File: src/rtl/seven_seg_scroller.sv
// seven_seg_scroller
//   Holds a short message of 5-bit character codes, encodes each one into an
//   abcdefgh segment pattern and scrolls the message right-to-left across
//   N_DIGITS display positions. The window is one registered byte per digit;
//   a downstream multiplexer only selects and drives the digits.
//
// Ports
//   clock      system clock
//   reset      synchronous, active-high; clears buffer to blank, FSM to IDLE
//   wr_en      write wr_char into buffer[wr_addr] (allowed in any state)
//   wr_addr    buffer write index
//   wr_char    character code (0-9, A b C d E F G H L P U -, 22-31 blank)
//   msg_len    message length, latched on start (clamped to MSG_DEPTH)
//   start      pulse: begin/restart scrolling (msg_len==0 returns to IDLE)
//   pause      level: freeze timer and position while high
//   busy       high while running or paused
//   step       1-cycle pulse in the cycle the position advances
//   wrap       1-cycle pulse when the position returns to 0
//   digit_seg  digit k pattern at [8k+7:8k], bit7=a .. bit0=h(dp, always 0)

module seven_seg_scroller #(
    parameter int N_DIGITS    = 4,
    parameter int MSG_DEPTH   = 16,
    parameter int STEP_CYCLES = 13_500_000
) (
    input  logic                         clock,
    input  logic                         reset,
    input  logic                         wr_en,
    input  logic [$clog2(MSG_DEPTH)-1:0] wr_addr,
    input  logic [4:0]                   wr_char,
    input  logic [$clog2(MSG_DEPTH):0]   msg_len,
    input  logic                         start,
    input  logic                         pause,
    output logic                         busy,
    output logic                         step,
    output logic                         wrap,
    output logic [8*N_DIGITS-1:0]        digit_seg
);

    localparam int AW = $clog2(MSG_DEPTH);
    localparam int LW = AW + 1;
    // pos spans 0 .. MSG_DEPTH+N_DIGITS-1
    localparam int PW = $clog2(MSG_DEPTH + N_DIGITS);
    // window index reaches pos + N_DIGITS-1, so leave room for that overshoot
    localparam int IW = $clog2(MSG_DEPTH + 2 * N_DIGITS);
    localparam int TW = $clog2(STEP_CYCLES);

    typedef enum logic [1:0] {IDLE, RUN, PAUSED} state_t;

    state_t        state, state_nxt;
    logic [LW-1:0] len, len_nxt;
    logic [PW-1:0] pos, pos_nxt;
    logic [TW-1:0] timer, timer_nxt;
    logic          step_nxt, wrap_nxt;
    logic [4:0]    buffer [MSG_DEPTH];
    logic [8*N_DIGITS-1:0] seg_nxt;
    logic [PW-1:0] last_pos;

    function automatic logic [7:0] encode(input logic [4:0] ch);
        case (ch)
            5'd0:  encode = 8'hFC;
            5'd1:  encode = 8'h60;
            5'd2:  encode = 8'hDA;
            5'd3:  encode = 8'hF2;
            5'd4:  encode = 8'h66;
            5'd5:  encode = 8'hB6;
            5'd6:  encode = 8'hBE;
            5'd7:  encode = 8'hE0;
            5'd8:  encode = 8'hFE;
            5'd9:  encode = 8'hF6;
            5'd10: encode = 8'hEE;
            5'd11: encode = 8'h3E;
            5'd12: encode = 8'h9C;
            5'd13: encode = 8'h7A;
            5'd14: encode = 8'h9E;
            5'd15: encode = 8'h8E;
            5'd16: encode = 8'hBC;
            5'd17: encode = 8'h6E;
            5'd18: encode = 8'h1C;
            5'd19: encode = 8'hCE;
            5'd20: encode = 8'h7C;
            5'd21: encode = 8'h02;
            default: encode = 8'h00;
        endcase
    endfunction

    assign busy     = (state != IDLE);
    // last position of the virtual sequence: message then N_DIGITS blanks
    assign last_pos = PW'(len) + PW'(N_DIGITS - 1);

    always_comb begin
        state_nxt = state;
        len_nxt   = len;
        pos_nxt   = pos;
        timer_nxt = timer;
        step_nxt  = 1'b0;
        wrap_nxt  = 1'b0;
        if (start) begin
            // start wins over pause for this cycle
            pos_nxt   = '0;
            timer_nxt = '0;
            if (msg_len == '0) begin
                state_nxt = IDLE;
            end else begin
                state_nxt = RUN;
                len_nxt   = (msg_len > LW'(MSG_DEPTH)) ? LW'(MSG_DEPTH) : msg_len;
            end
        end else if (state != IDLE) begin
            state_nxt = pause ? PAUSED : RUN;
            if (!pause) begin
                if (timer == TW'(STEP_CYCLES - 1)) begin
                    timer_nxt = '0;
                    step_nxt  = 1'b1;
                    if (pos == last_pos) begin
                        pos_nxt  = '0;
                        wrap_nxt = 1'b1;
                    end else begin
                        pos_nxt = pos + 1'b1;
                    end
                end else begin
                    timer_nxt = timer + 1'b1;
                end
            end
        end
    end

    // Window from the current pos/buffer; registered so it lags pos by one edge.
    always_comb begin
        logic [IW-1:0] idx;
        logic [4:0]    ch;
        seg_nxt = '0;
        for (int k = 0; k < N_DIGITS; k++) begin
            idx = IW'(pos) + IW'(N_DIGITS - 1 - k);
            ch  = (idx < IW'(len)) ? buffer[idx[AW-1:0]] : 5'd31;
            if (state != IDLE)
                seg_nxt[8*k +: 8] = encode(ch);
        end
    end

    always_ff @(posedge clock) begin
        if (reset) begin
            state     <= IDLE;
            len       <= '0;
            pos       <= '0;
            timer     <= '0;
            step      <= 1'b0;
            wrap      <= 1'b0;
            digit_seg <= '0;
            for (int i = 0; i < MSG_DEPTH; i++)
                buffer[i] <= 5'd31;
        end else begin
            state     <= state_nxt;
            len       <= len_nxt;
            pos       <= pos_nxt;
            timer     <= timer_nxt;
            step      <= step_nxt;
            wrap      <= wrap_nxt;
            digit_seg <= seg_nxt;
            if (wr_en)
                buffer[wr_addr] <= wr_char;
        end
    end

endmodule

File: config.mk
export PLATFORM = sky130hd
export DESIGN_NAME = seven_seg_scroller
export DESIGN_NICKNAME = d
export VERILOG_FILES = /design/src/rtl/seven_seg_scroller.sv
export SDC_FILE = /design/constraint.sdc
export NUM_CORES = 1
export LEC_CHECK = 0
export BUFFER_PORTS_ARGS = -buffer_cell sky130_fd_sc_hd__buf_2
export CORE_ASPECT_RATIO = 2
export CORE_MARGIN = 2
export CORE_UTILIZATION = 63
export CTS_CLUSTER_DIAMETER = 80
export CTS_CLUSTER_SIZE = 14
export DETAILED_ROUTE_END_ITERATION = 10
export PLACE_DENSITY = 0.82
export SLEW_MARGIN = 10
export SYNTH_ARGS = -nofsm -noshare
export SYNTH_HDL_FRONTEND = slang
export SYNTH_SLANG_ARGS = --single-unit
File: constraint.sdc
create_clock -name clock -period 5.7 [get_ports clock]
set_clock_uncertainty 0.1 [all_clocks]
set_input_delay 1.14 -clock clock [delete_from_list [all_inputs] [get_ports clock]]
set_output_delay 1.14 -clock clock [all_outputs]
set_load 0.05 [all_outputs]
* Yosys cells after proc, flatten, opt, wreduce, memory -nomap -nowiden *
Memories as Yosys holds them, arrays and structs flattened. A register that Yosys moved wholly into a read port is not among the register bits.
Index checks and enable logic that the tools add are counted.

operators by class
  add/subtract/negate cells = 5
  $lt $le $gt $ge = 5
  eq/ne operators = 2
  mux-type cells = 23
  bitwise operators = 4
  reduce and logical (&&, ||, !) cells = 11

operators with widths
  cell                                           count
  two-way mux 5 bit                              7
  adder 24 x 1 -> 24 bit, second input constant  1
  equality test 24 bit, second input constant    1
  two-way mux 24 bit                             1
  less-than comparator 5 bit                     4
  adder 5 x 2 -> 5 bit, second input constant    3
  two-way mux 4 bit                              3
  OR reduction 5 bit                             2
  two-way mux 1 bit                              9
  two-way mux 2 bit                              3
  adder 5 x 1 -> 5 bit, second input constant    1
  equality test 5 bit                            1
  > comparator 5 bit, second input constant      1
  zero test 5 bit                                1
  inverter 1 bit                                 4
  AND reduction 2 bit                            2
  nonzero test 2 bit                             2
  OR reduction 2 bit                             2
  OR reduction 4 bit                             1
  AND reduction 3 bit                            1

word-level totals
  bits in registers = 70
  memory bits (writable) = 80
  memory bits (read-only) = 896
  bits of input ports = 19
  output and inout bits = 35
  logic and storage cells = 62
  memories kept = 5

memory list
  memory            depth  width  read ports  clocked after Yosys merged registers in  wr ports  line  text
  (name not given)  32     7      1           1                                        0         60    case (ch)
  (name not given)  32     7      1           1                                        0         60
  (name not given)  32     7      1           1                                        0         60
  (name not given)  32     7      1           1                                        0         60
  buffer            16     5      4           1                                        16        55    logic [4:0] buffer [MSG_DEPTH];

* Depth between registers and ports, before layout *
Gate-level depths: netlist of run 1.

  depth in word-level cells = 5
  depth in mapped cells = 19
  depth with buffers taken out = 15

* Worst setup path before layout of run 1 *
OpenSTA, ideal clock, no wires.

  kind = register -> register
  start point = register pos[1]
  end point = register digit_seg[6]
  library setup time = 119 ps
  data arrival time = 4171 ps
  data required time = 5481 ps
  slack = 1311 ps
  cell stages (with the launch flop) = 17
  buffers on the path = 4
  period minus slack after synthesis = 4389 ps
  cell sequence = dfxtp_1 -> clkbuf_1 -> buf_1 -> inv_1 -> ha_1 -> xnor2_4 -> buf_2 -> ha_1 -> nor2b_1 -> a221oi_1 -> o21ai_0 -> clkbuf_1 -> or2_2 -> ha_1 -> nor3b_1 -> a311oi_1 -> o221a_1

on the way
  word-level cells in the longest chain between the ends = 3
  elaborated cells on any way between the ends = 4
  classes of those cells = add/sub (1); order compare (1); mux (1); memory (1)

ends and longest elaborated chain
  what                                                               line  text
  start: declaration                                                 52    logic [PW-1:0] pos, pos_nxt;
  start signal: assignment                                           154   pos <= pos_nxt;
  adder 5 x 2 -> 5 bit (*)                                           133   idx = IW'(pos) + IW'(N_DIGITS - 1 - k);
  memory (16 x 5 bit) or less-than comparator 5 bit (tied branches)  n/a
  two-way mux 5 bit (*)                                              134   ch = (idx < IW'(len)) ? buffer[idx[AW-1:0]] : 5'd31;
  end: declaration                                                   37    output logic [8*N_DIGITS-1:0] digit_seg

Every way passes the cells marked *; elsewhere a longest branch is shown, timed or not.
A chain may end at the register's enable or synchronous reset.

* Worst setup path after layout of run 1 *
Ends and elaborated chain as after synthesis.

==> results of run 1 <==
## sequential cells by signal, indices dropped and copies added, names as in the netlist, named ones only
signal / cells
wrap: 1
buffer: 80
digit_seg: 28
len: 5
timer: 24
state: 2
step: 1
pos: 5
## report_power, final
group	leakage [nW]	internal, mW	switching [mW]
combinational	2.42	0.132	0.222
sequential	1.37	1.18	0.0441
clock	0.318	0.753	0.516
## cells by family after synthesis
logic type | after synthesis | share of synthesized area (%)
buffers and inverters | 84 | 4.094
XOR/XNOR | 36 | 3.478
AO/OA/AOI/OAI | 137 | 9.191
adder cells (fa/ha/maj) | 51 | 6.159
AND/OR/NAND/NOR | 391 | 20.27
other | 1 | 0.03620
flip-flops | 150 | 36.71
multiplexers | 122 | 20.06
## metal layers
layer  track usage, %  vias to the layer above  wire length (µm)
met4            26.96                        0              2449
li1                 -                     3669                 -
met5                0                        -                 0
met2            60.74                      457             15450
met3            7.404                      143              1858
met1            33.75                     3921              9091
## synth_stat cells, types with 16 or more instances
| master | n | area share [%] |
|---|---|---|
| nand3_1 | 30 | 1.4 |
| clkbuf_1 | 23 | 0.83 |
| ha_1 | 51 | 6.2 |
| mux4_2 | 63 | 14 |
| nand2b_1 | 44 | 2.7 |
| dfxtp_1 | 70 | 14 |
| nand2_1 | 77 | 2.8 |
| inv_1 | 34 | 1.2 |
| nor2_1 | 71 | 2.6 |
| xor2_1 | 22 | 1.9 |
| mux2i_1 | 42 | 4.1 |
| o21ai_0 | 16 | 0.77 |
| nor3_1 | 24 | 1.2 |
| or2_2 | 64 | 3.9 |
| a21oi_1 | 27 | 1.3 |
| edfxtp_1 | 80 | 23 |
## how the worst min path moves through the flow
stage	to	slack, ns	cells past startpoint	startpoint
floorplan	len[1]	0.34	2	len[1]
global placement	len[1]	0.36	2	len[1]
detailed placement	timer[1]	0.37	2	timer[1]
CTS	timer[1]	0.38	2	timer[1]
global route	timer[1]	0.40	2	timer[1]
finish	timer[1]	0.39	2	timer[1]
## cell type report
cell class	instances	area (µm²)	share of cell area, %
clock inverter	15	230.2	2.035
multi-input combinational	741	6143	54.31
sequential	150	3805	33.64
inverter	37	138.9	1.228
tap	204	255.2	2.257
timing repair buffer	58	312.8	2.765
clock buffer	17	425.4	3.761
## critical path, stage by stage (launching register included)
cell and delay [ns]:
dfxtp_1 0.31, buf_4 0.30, inv_1 0.19, ha_1 0.29, xnor2_4 0.65, ha_1 0.38
nor2b_1 0.14, a221oi_1 0.26, o21ai_0 0.12, buf_4 0.19, or2_2 0.33, inv_1 0.14
ha_1 0.26, nor2_1 0.10, nor3_1 0.26, o221a_1 0.22
==> results by group, run 1 <==
Worst setup path
  • Critical path destination: digit_seg[6]
  • R2R Path End: digit_seg[6]
  • Worst endpoint required time: 5.98 ns
  • Worst reg2reg path depth: 15
  • CP Class: reg -> reg
  • Setup crit start kind: register
  • CP Launch Point: pos[1]
  • Crit Path Max Fanout: 21
  • Reg-to-Reg Start: pos[1]
  • R2R setup slack: 1.38 ns
  • Worst Setup End Kind: register
  • CP arrival: 4.60 ns

STA
  • Worst slew pin tran: 1.003 ns
  • Max Clk Rate: 231.6 MHz
  • Unrepaired setup endpoints after global routing: no
  • Final hold slack: 0.3863 ns
  • Fin crit period: 4.317 ns
  • Setup_tns: 0 ns
  • Tcrit/Tclk final: 75.74%
  • Final setup viols: 0
  • Relative slew margins: 33.02%
  • Final setup margin: 1.383 ns
  • Slew Viols, Final: 0
  • Final hold viol count: 0

Floorplan
  • Die area: 17550 µm²
  • Row cnt: 66
  • IO Pins: 54
  • Die Y: 185.4 µm
  • Core area: 16190 µm²
  • Initial Util: 64.01%
  • Die Wd: 94.68 µm

Hold path
  • HP Class: reg -> reg

Synthesis
  • Top_reg_cell synth: edfxtp_1
  • Mean Syn Cell Area: 10.66 µm²
  • Synthesized flop and latch total: 150
  • Post-Synthesis Cells: 972
  • Synth Warn #: 0
  • Post-synth EDFFs: 80
  • Post-synthesis sequential area ratio: 36.71%
  • Yosys cell types: 87
  • Async set-or-reset flop fraction in the synthesized netlist: 0%
  • Post-Synthesis Cell Area: 10360 µm²

Drt
  • Initial drt markers: 717
  • DRC Markers: 0
  • Drt pass-1 iters: 5
  • DR vias/cell: 6.702
  • Vias: 8190
  • Final WL: 28850 µm
  • Post-DR wirelength/cell: 23.61 µm
  • Post-DRT Antenna Nets: 0

Run
  • Max Cap Viol: 0

Clock tree
  • Clock sink count: 150
  • Root buf cell: clkbuf_16
  • Num CTS Buffers: 17
  • Resized Gates After CTS: 0
  • Hold buffers post-CTS: 0
  • Clk buf depth: 2
  • CTS clk-pin slew, worst paths: 0.07 ns
  • Clock Latency Late Sink: 0.45 ns
  • CTS tree: built
  • Setup Buffers After CTS: 0
  • H-tree Lvls: 4

Pwr
  • Maximum vdd ir drop: 0.2406 mV
  • Leakage: 4.108 nW
  • Total power draw: 2.845 mW
  • Pwr/cell area: 251.5 nW/µm²

Placement
  • Placed Area: 10660 µm²
  • Inst Count DP: 1190
  • Number of I/O port buffers: 49
  • Hpwl dp: 21530 µm
  • RePlAce Congestion: 1.017
  • DP Worst Slack: 1.461 ns

Cells and area
  • Area growth, synth to finish: 9.178%
  • Most frequent cells in the layout: edfxtp_1 (80), nand2_1 (77), nor2_1 (71)
  • Final core utilization: 69.88%
  • Fin nets: 1075
  • Commonest non-fill, non-tap cell in the layout: edfxtp_1
  • Fillcell total: 1215
  • Diodes inserted: 0
  • Final instance area: 11310 µm²
  • Ratio of cells with drive above 1 in the final layout: 24.26%
  • Final non-filler cell total: 1222

Global routing
  • First-pass GRT wire length: 44460 µm
  • Global Route Usage Sum: 34.41%
  • Initial antenna violation count: 0
  • Largest net degree at the start of global routing: 54
  • Vias in the first global route: 8116
  • GRT overflow: 0

Run status
  • Outcome: complete, no violations
Note: power is estimated with default switching activity, not from simulation.
==> inputs of run 2 (changes only) <==
- clock period: 5.7 -> 4.5 ns (I/O delays scaled with it)
==> run 2 against run 1 <==
Against the previous run: critical path depth down 2; routed wire length decreased by 0.33%; global-route usage rose by 0.11 points; sequential share of layout area decreased by 0.085 points; via count is essentially flat; clock power grew 18%; total power up 23%; setup slack got worse by 1.1 ns; die area unchanged.
==> results by group, run 2 (synthesized netlist as in run 1, its figures left out) <==
Worst setup path
  • CP arrival: 4.41 ns
  • R2R Path End: digit_seg[23]
  • Worst Setup End Kind: register
  • Worst reg2reg path depth: 13
  • Worst endpoint required time: 4.74 ns
  • Setup crit start kind: register
  • Crit Path Max Fanout: 24
  • CP Class: reg -> reg
  • Reg-to-Reg Start: pos[0]
  • R2R setup slack: 0.33 ns

Floorplan
  • Die area: 17550 µm²
  • Die Y: 185.4 µm
  • Die Wd: 94.68 µm
  • Initial Util: 64.01%
  • IO Pins: 54
  • Row cnt: 66
  • Core area: 16190 µm²

Drt
  • Drt pass-1 iters: 6
  • Initial drt markers: 777
  • Final WL: 28760 µm
  • Post-DRT Antenna Nets: 0
  • Vias: 8192
  • DR vias/cell: 6.644
  • Post-DR wirelength/cell: 23.32 µm
  • DRC Markers: 0

Cells and area
  • Most frequent cells in the layout: edfxtp_1 (80), nand2_1 (77), nor2_1 (71)
  • Reg with most FFs: buffer
  • Max reg flops: 80
  • Area growth, synth to finish: 9.456%
  • Leading registers by flop count: buffer x80, digit_seg x28, timer x24
  • Fin nets: 1086
  • Final core utilization: 70.06%
  • Final non-filler cell total: 1233
  • Commonest non-fill, non-tap cell in the layout: edfxtp_1
  • Diodes inserted: 0
  • Ratio of cells with drive above 1 in the final layout: 24.88%

Global routing
  • Initial antenna violation count: 0
  • Met1 Resource Use GR: 33.73%
  • GR peak layer: met2
  • Vias in the first global route: 8249
  • Global Route Usage Sum: 34.51%
  • GRT overflow: 0
  • Largest net degree at the start of global routing: 34
  • First-pass GRT wire length: 44760 µm
  • Grt met3 use: 6.794%
  • GR Layer Usage met2: 60.91%

STA
  • Relative slew margins: 45.72%
  • Max Clk Rate: 239.9 MHz
  • Setup_tns: 0 ns
  • Unrepaired setup endpoints after global routing: no
  • Tcrit/Tclk final: 92.62%
  • Slew Viols, Final: 0
  • Fin crit period: 4.168 ns
  • Worst slew pin tran: 0.8080 ns
  • Final setup viols: 0
  • Final setup margin: 0.3320 ns
  • Final hold slack: 0.3908 ns
  • Final hold viol count: 0

Clock tree
  • Clk buf depth: 2
  • Resized Gates After CTS: 0
  • Num CTS Buffers: 17
  • CTS tree: built
  • Clock Latency Late Sink: 0.44 ns
  • Setup Buffers After CTS: 0
  • CTS clk-pin slew, worst paths: 0.07 ns
  • Root buf cell: clkbuf_16
  • Clock sink count: 150
  • H-tree Lvls: 4
  • Hold buffers post-CTS: 0

Run
  • Max Cap Viol: 0

Placement
  • RePlAce Congestion: 1.044
  • DP Worst Slack: 0.4055 ns
  • Number of I/O port buffers: 49
  • Hpwl dp: 21840 µm
  • Inst Count DP: 1201

Pwr
  • Leakage: 4.144 nW
  • Maximum vdd ir drop: 0.3564 mV
  • Pwr/cell area: 308.1 nW/µm²

Hold path
  • HP Class: reg -> reg
  • Worst Hold End: len[1]
  • Hold-critical path depth: 2
  • Worst Min Path Start: len[1]

Run status
  • Outcome: complete, no violations
-- run 2: changes by cell type in the layout (fill, tap and decap cells not counted) --
cell and change:
clkinvlp_4 -1, bufinv_16 -1, clkinv_8 -1, clkinv_4 +2
inv_8 -2, inv_6 -2, buf_4 +11, clkinv_2 +3
clkbuf_1 +2
-- run 2: power by group --
| part | internal (mW) | switching, mW |
|---|---|---|
| clock | 0.882 | 0.616 |
| combinational | 0.171 | 0.284 |
| sequential | 1.49 | 0.0504 |
| total | 2.54 | 0.951 |
-- run 2: area by class of cell --
| type | instances | area, µm² |
|---|---|---|
| clock inverter | 13 | 168.9 |
| sequential | 150 | 3805 |
| inverter | 37 | 138.9 |
| multi-input combinational | 741 | 6143 |
| tap | 204 | 255.2 |
| fill | 1201 | 4846 |
| timing repair buffer | 69 | 395.4 |
| clock buffer | 19 | 432.9 |
-- run 2: per-layer routing --
layer  part of all wire [%]  vias to the layer above  wire length (µm)
met2                     53                      386             15310
met1                     32                     3974              9273
met5                      0                        -                 0
met3                    5.3                      151              1530
li1                       -                     3681                 -
met4                    9.2                        0              2649
-- run 2: worst max-delay path by stage --
| stage | from | endpoint | slack [ns] | cells past startpoint |
|---|---|---|---|---|
| floorplan | pos[1] | digit_seg[6] | 0.11 | 16 |
| global placement | pos[0] | digit_seg[23] | 0.35 | 14 |
| detailed placement | pos[0] | digit_seg[23] | 0.41 | 13 |
| CTS | pos[0] | digit_seg[23] | 0.37 | 13 |
| global route | pos[0] | digit_seg[23] | 0.08 | 14 |
| finish | pos[0] | digit_seg[23] | 0.33 | 13 |
-- run 2: critical path, stage by stage (launching register included) --
cell,delay (ns)
dfxtp_2,0.34
buf_4,0.31
ha_1,0.35
xnor2_4,0.16
inv_2,0.43
mux4_2,0.34
nor2_1,0.06
nor3_1,0.67
nand2b_1,0.28
inv_1,0.12
ha_1,0.24
nor3b_1,0.14
o21a_1,0.21
o32ai_1,0.28
-- run 2: per-stage QoR --
step / instance area, µm² / power (mW)
after global routing: 11340 / 3.583
after detailed placement: 10740 / 2.007
final: 11340 / 3.494
after CTS: 11340 / 3.478
after floorplan: 10370 / 1.868
after global placement: 10740 / 1.999
==> inputs of run 3 (changes only) <==
- PLACE_DENSITY: 0.82 -> 0.91
- RECOVER_POWER: unset -> 50
- SKIP_CTS_REPAIR_TIMING: unset -> 1
==> run 3 against run 2 <==
Against the previous run: combinational power about the same; highest routed layer unchanged; fmax decreased by 1.2%; via count is 2.1% higher; core utilization shrank 0.71 points; worst hold slack got worse by 0.016 ns; critical path depth is 1 lower; critical path type unchanged; largest cell class unchanged; setup slack lost 0.050 ns; global-route usage rose by 1.6 points; final cell count shrank 0.16%.
==> results by group, run 3 (synthesized netlist as in run 1, its figures left out) <==
Run status
  • Outcome: complete, no violations

Placement
  • Hpwl dp: 22550 µm
  • Number of I/O port buffers: 49
  • RePlAce Congestion: 1.089
  • DP Worst Slack: 0.3867 ns

Drt
  • Initial drt markers: 878
  • Uppermost layer routed: met4
  • Post-DR wirelength/cell: 24.60 µm
  • DR vias/cell: 6.794
  • Final WL: 30280 µm
  • Post-DRT Antenna Nets: 0
  • Met3 wire len: 2026 µm
  • Vias: 8363
  • Drt pass-1 iters: 6
  • Metal2 WL: 16140 µm
  • WL met1: 9365 µm
  • DRC Markers: 0

Global routing
  • Vias in the first global route: 8439
  • Initial antenna violation count: 0
  • GRT overflow: 0
  • Largest net degree at the start of global routing: 56
  • Global Route Usage Sum: 36.11%
  • First-pass GRT wire length: 46340 µm

Clock tree
  • Clk buf depth: 2
  • Num CTS Buffers: 17
  • Root buf cell: clkbuf_16
  • H-tree Lvls: 4
  • CTS tree: built
  • Clock sink count: 150
  • CTS clk-pin slew, worst paths: 0.07 ns
  • Clock Latency Late Sink: 0.44 ns

Worst setup path
  • R2R setup slack: 0.28 ns
  • R2R Path End: digit_seg[22]
  • Critical path destination: digit_seg[22]
  • Setup crit start kind: register
  • CP Class: reg -> reg
  • Worst Setup End Kind: register
  • Reg-to-Reg Start: pos[0]
  • Worst reg2reg path depth: 12
  • Worst endpoint required time: 4.73 ns
  • Crit Path Max Fanout: 55
  • CP arrival: 4.45 ns
  • CP Launch Point: pos[0]

Cells and area
  • Max reg flops: 80
  • Most frequent cells in the layout: edfxtp_1 (80), nand2_1 (77), nor2_1 (71)
  • Leading registers by flop count: buffer x80, digit_seg x28, timer x24
  • Diodes inserted: 0
  • Commonest non-fill, non-tap cell in the layout: edfxtp_1
  • Fin nets: 1084
  • Area growth, synth to finish: 8.345%
  • Ratio of cells with drive above 1 in the final layout: 21.32%
  • Reg with most FFs: buffer
  • Final core utilization: 69.35%

STA
  • Final setup viols: 0
  • Final hold viol count: 0
  • Max Clk Rate: 237.1 MHz
  • Unrepaired setup endpoints after global routing: no
  • Fin crit period: 4.218 ns
  • Tcrit/Tclk final: 93.72%
  • Slew Viols, Final: 0
  • Setup_tns: 0 ns
  • Final hold slack: 0.3749 ns
  • Final setup margin: 0.2824 ns
  • Relative slew margins: 16.94%
  • Worst slew pin tran: 1.246 ns

Pwr
  • Pwr/cell area: 299.1 nW/µm²
  • Maximum vdd ir drop: 0.2849 mV
  • Total power draw: 3.358 mW
  • Leakage: 3.975 nW

Floorplan
  • Core area: 16190 µm²
  • Die Y: 185.4 µm
  • Row cnt: 66
  • Die area: 17550 µm²
  • IO Pins: 54
  • Die Wd: 94.68 µm
  • Initial Util: 64.01%

Run
  • Max Cap Viol: 0

Hold path
  • HP Class: reg -> reg
==> run 3: routing by layer <==
layer  vias up  global-route usage [%]
li1       3689                       -
met1      4009                   34.64
met2       501                   64.26
met3       164                   7.933
met4         0                   28.64
met5         -                       0
==> run 3: worst min-delay path by stage <==
stage	startpoint	endpoint	slack (ns)	cells after the start
2_1_floorplan	len[1]	len[1]	0.34	2
3_3_place_gp	len[1]	len[1]	0.36	2
3_5_place_dp	len[1]	len[1]	0.37	2
4_1_cts	len[1]	len[1]	0.38	2
5_1_grt	len[1]	len[1]	0.40	2
6_report	len[1]	len[1]	0.37	2
==> run 3: final cells by class <==
class,instances,area [µm²]
multi-input cells,741,6143
well taps,204,255.2
repair buffers,67,334.1
clock buffers,20,457.9
flip-flops and latches,150,3805
clock inverters,12,90.09
fillers,1206,4961
inverters,37,138.9
==> run 3: worst max-delay path, cell delays in order, from the launching register on <==
cell and delay [ns]:
dfxtp_2 0.36, buf_4 0.69, a21boi_1 0.33, nor2_4 0.32, inv_1 0.16, ha_1 0.20
a21oi_1 0.22, nor2b_1 0.48, nand2b_1 0.23, ha_1 0.37, o311ai_1 0.40, a31oi_1 0.08
o32a_1 0.16
==> run 3: stage by stage <==
stage / area (µm²) / std cells
2_1_floorplan: 10370 / 975
3_5_place_dp: 10720 / 1199
3_3_place_gp: 10720 / 1199
4_1_cts: 11270 / 1231
5_1_grt: 11220 / 1231
6_report: 11220 / 1231
==> run 3: report_power, final <==
group / switching [mW] / leakage (nW) / internal, mW
clock network: 0.608 / 0.275 / 0.746
logic: 0.286 / 2.33 / 0.168
registers: 0.0585 / 1.37 / 1.49
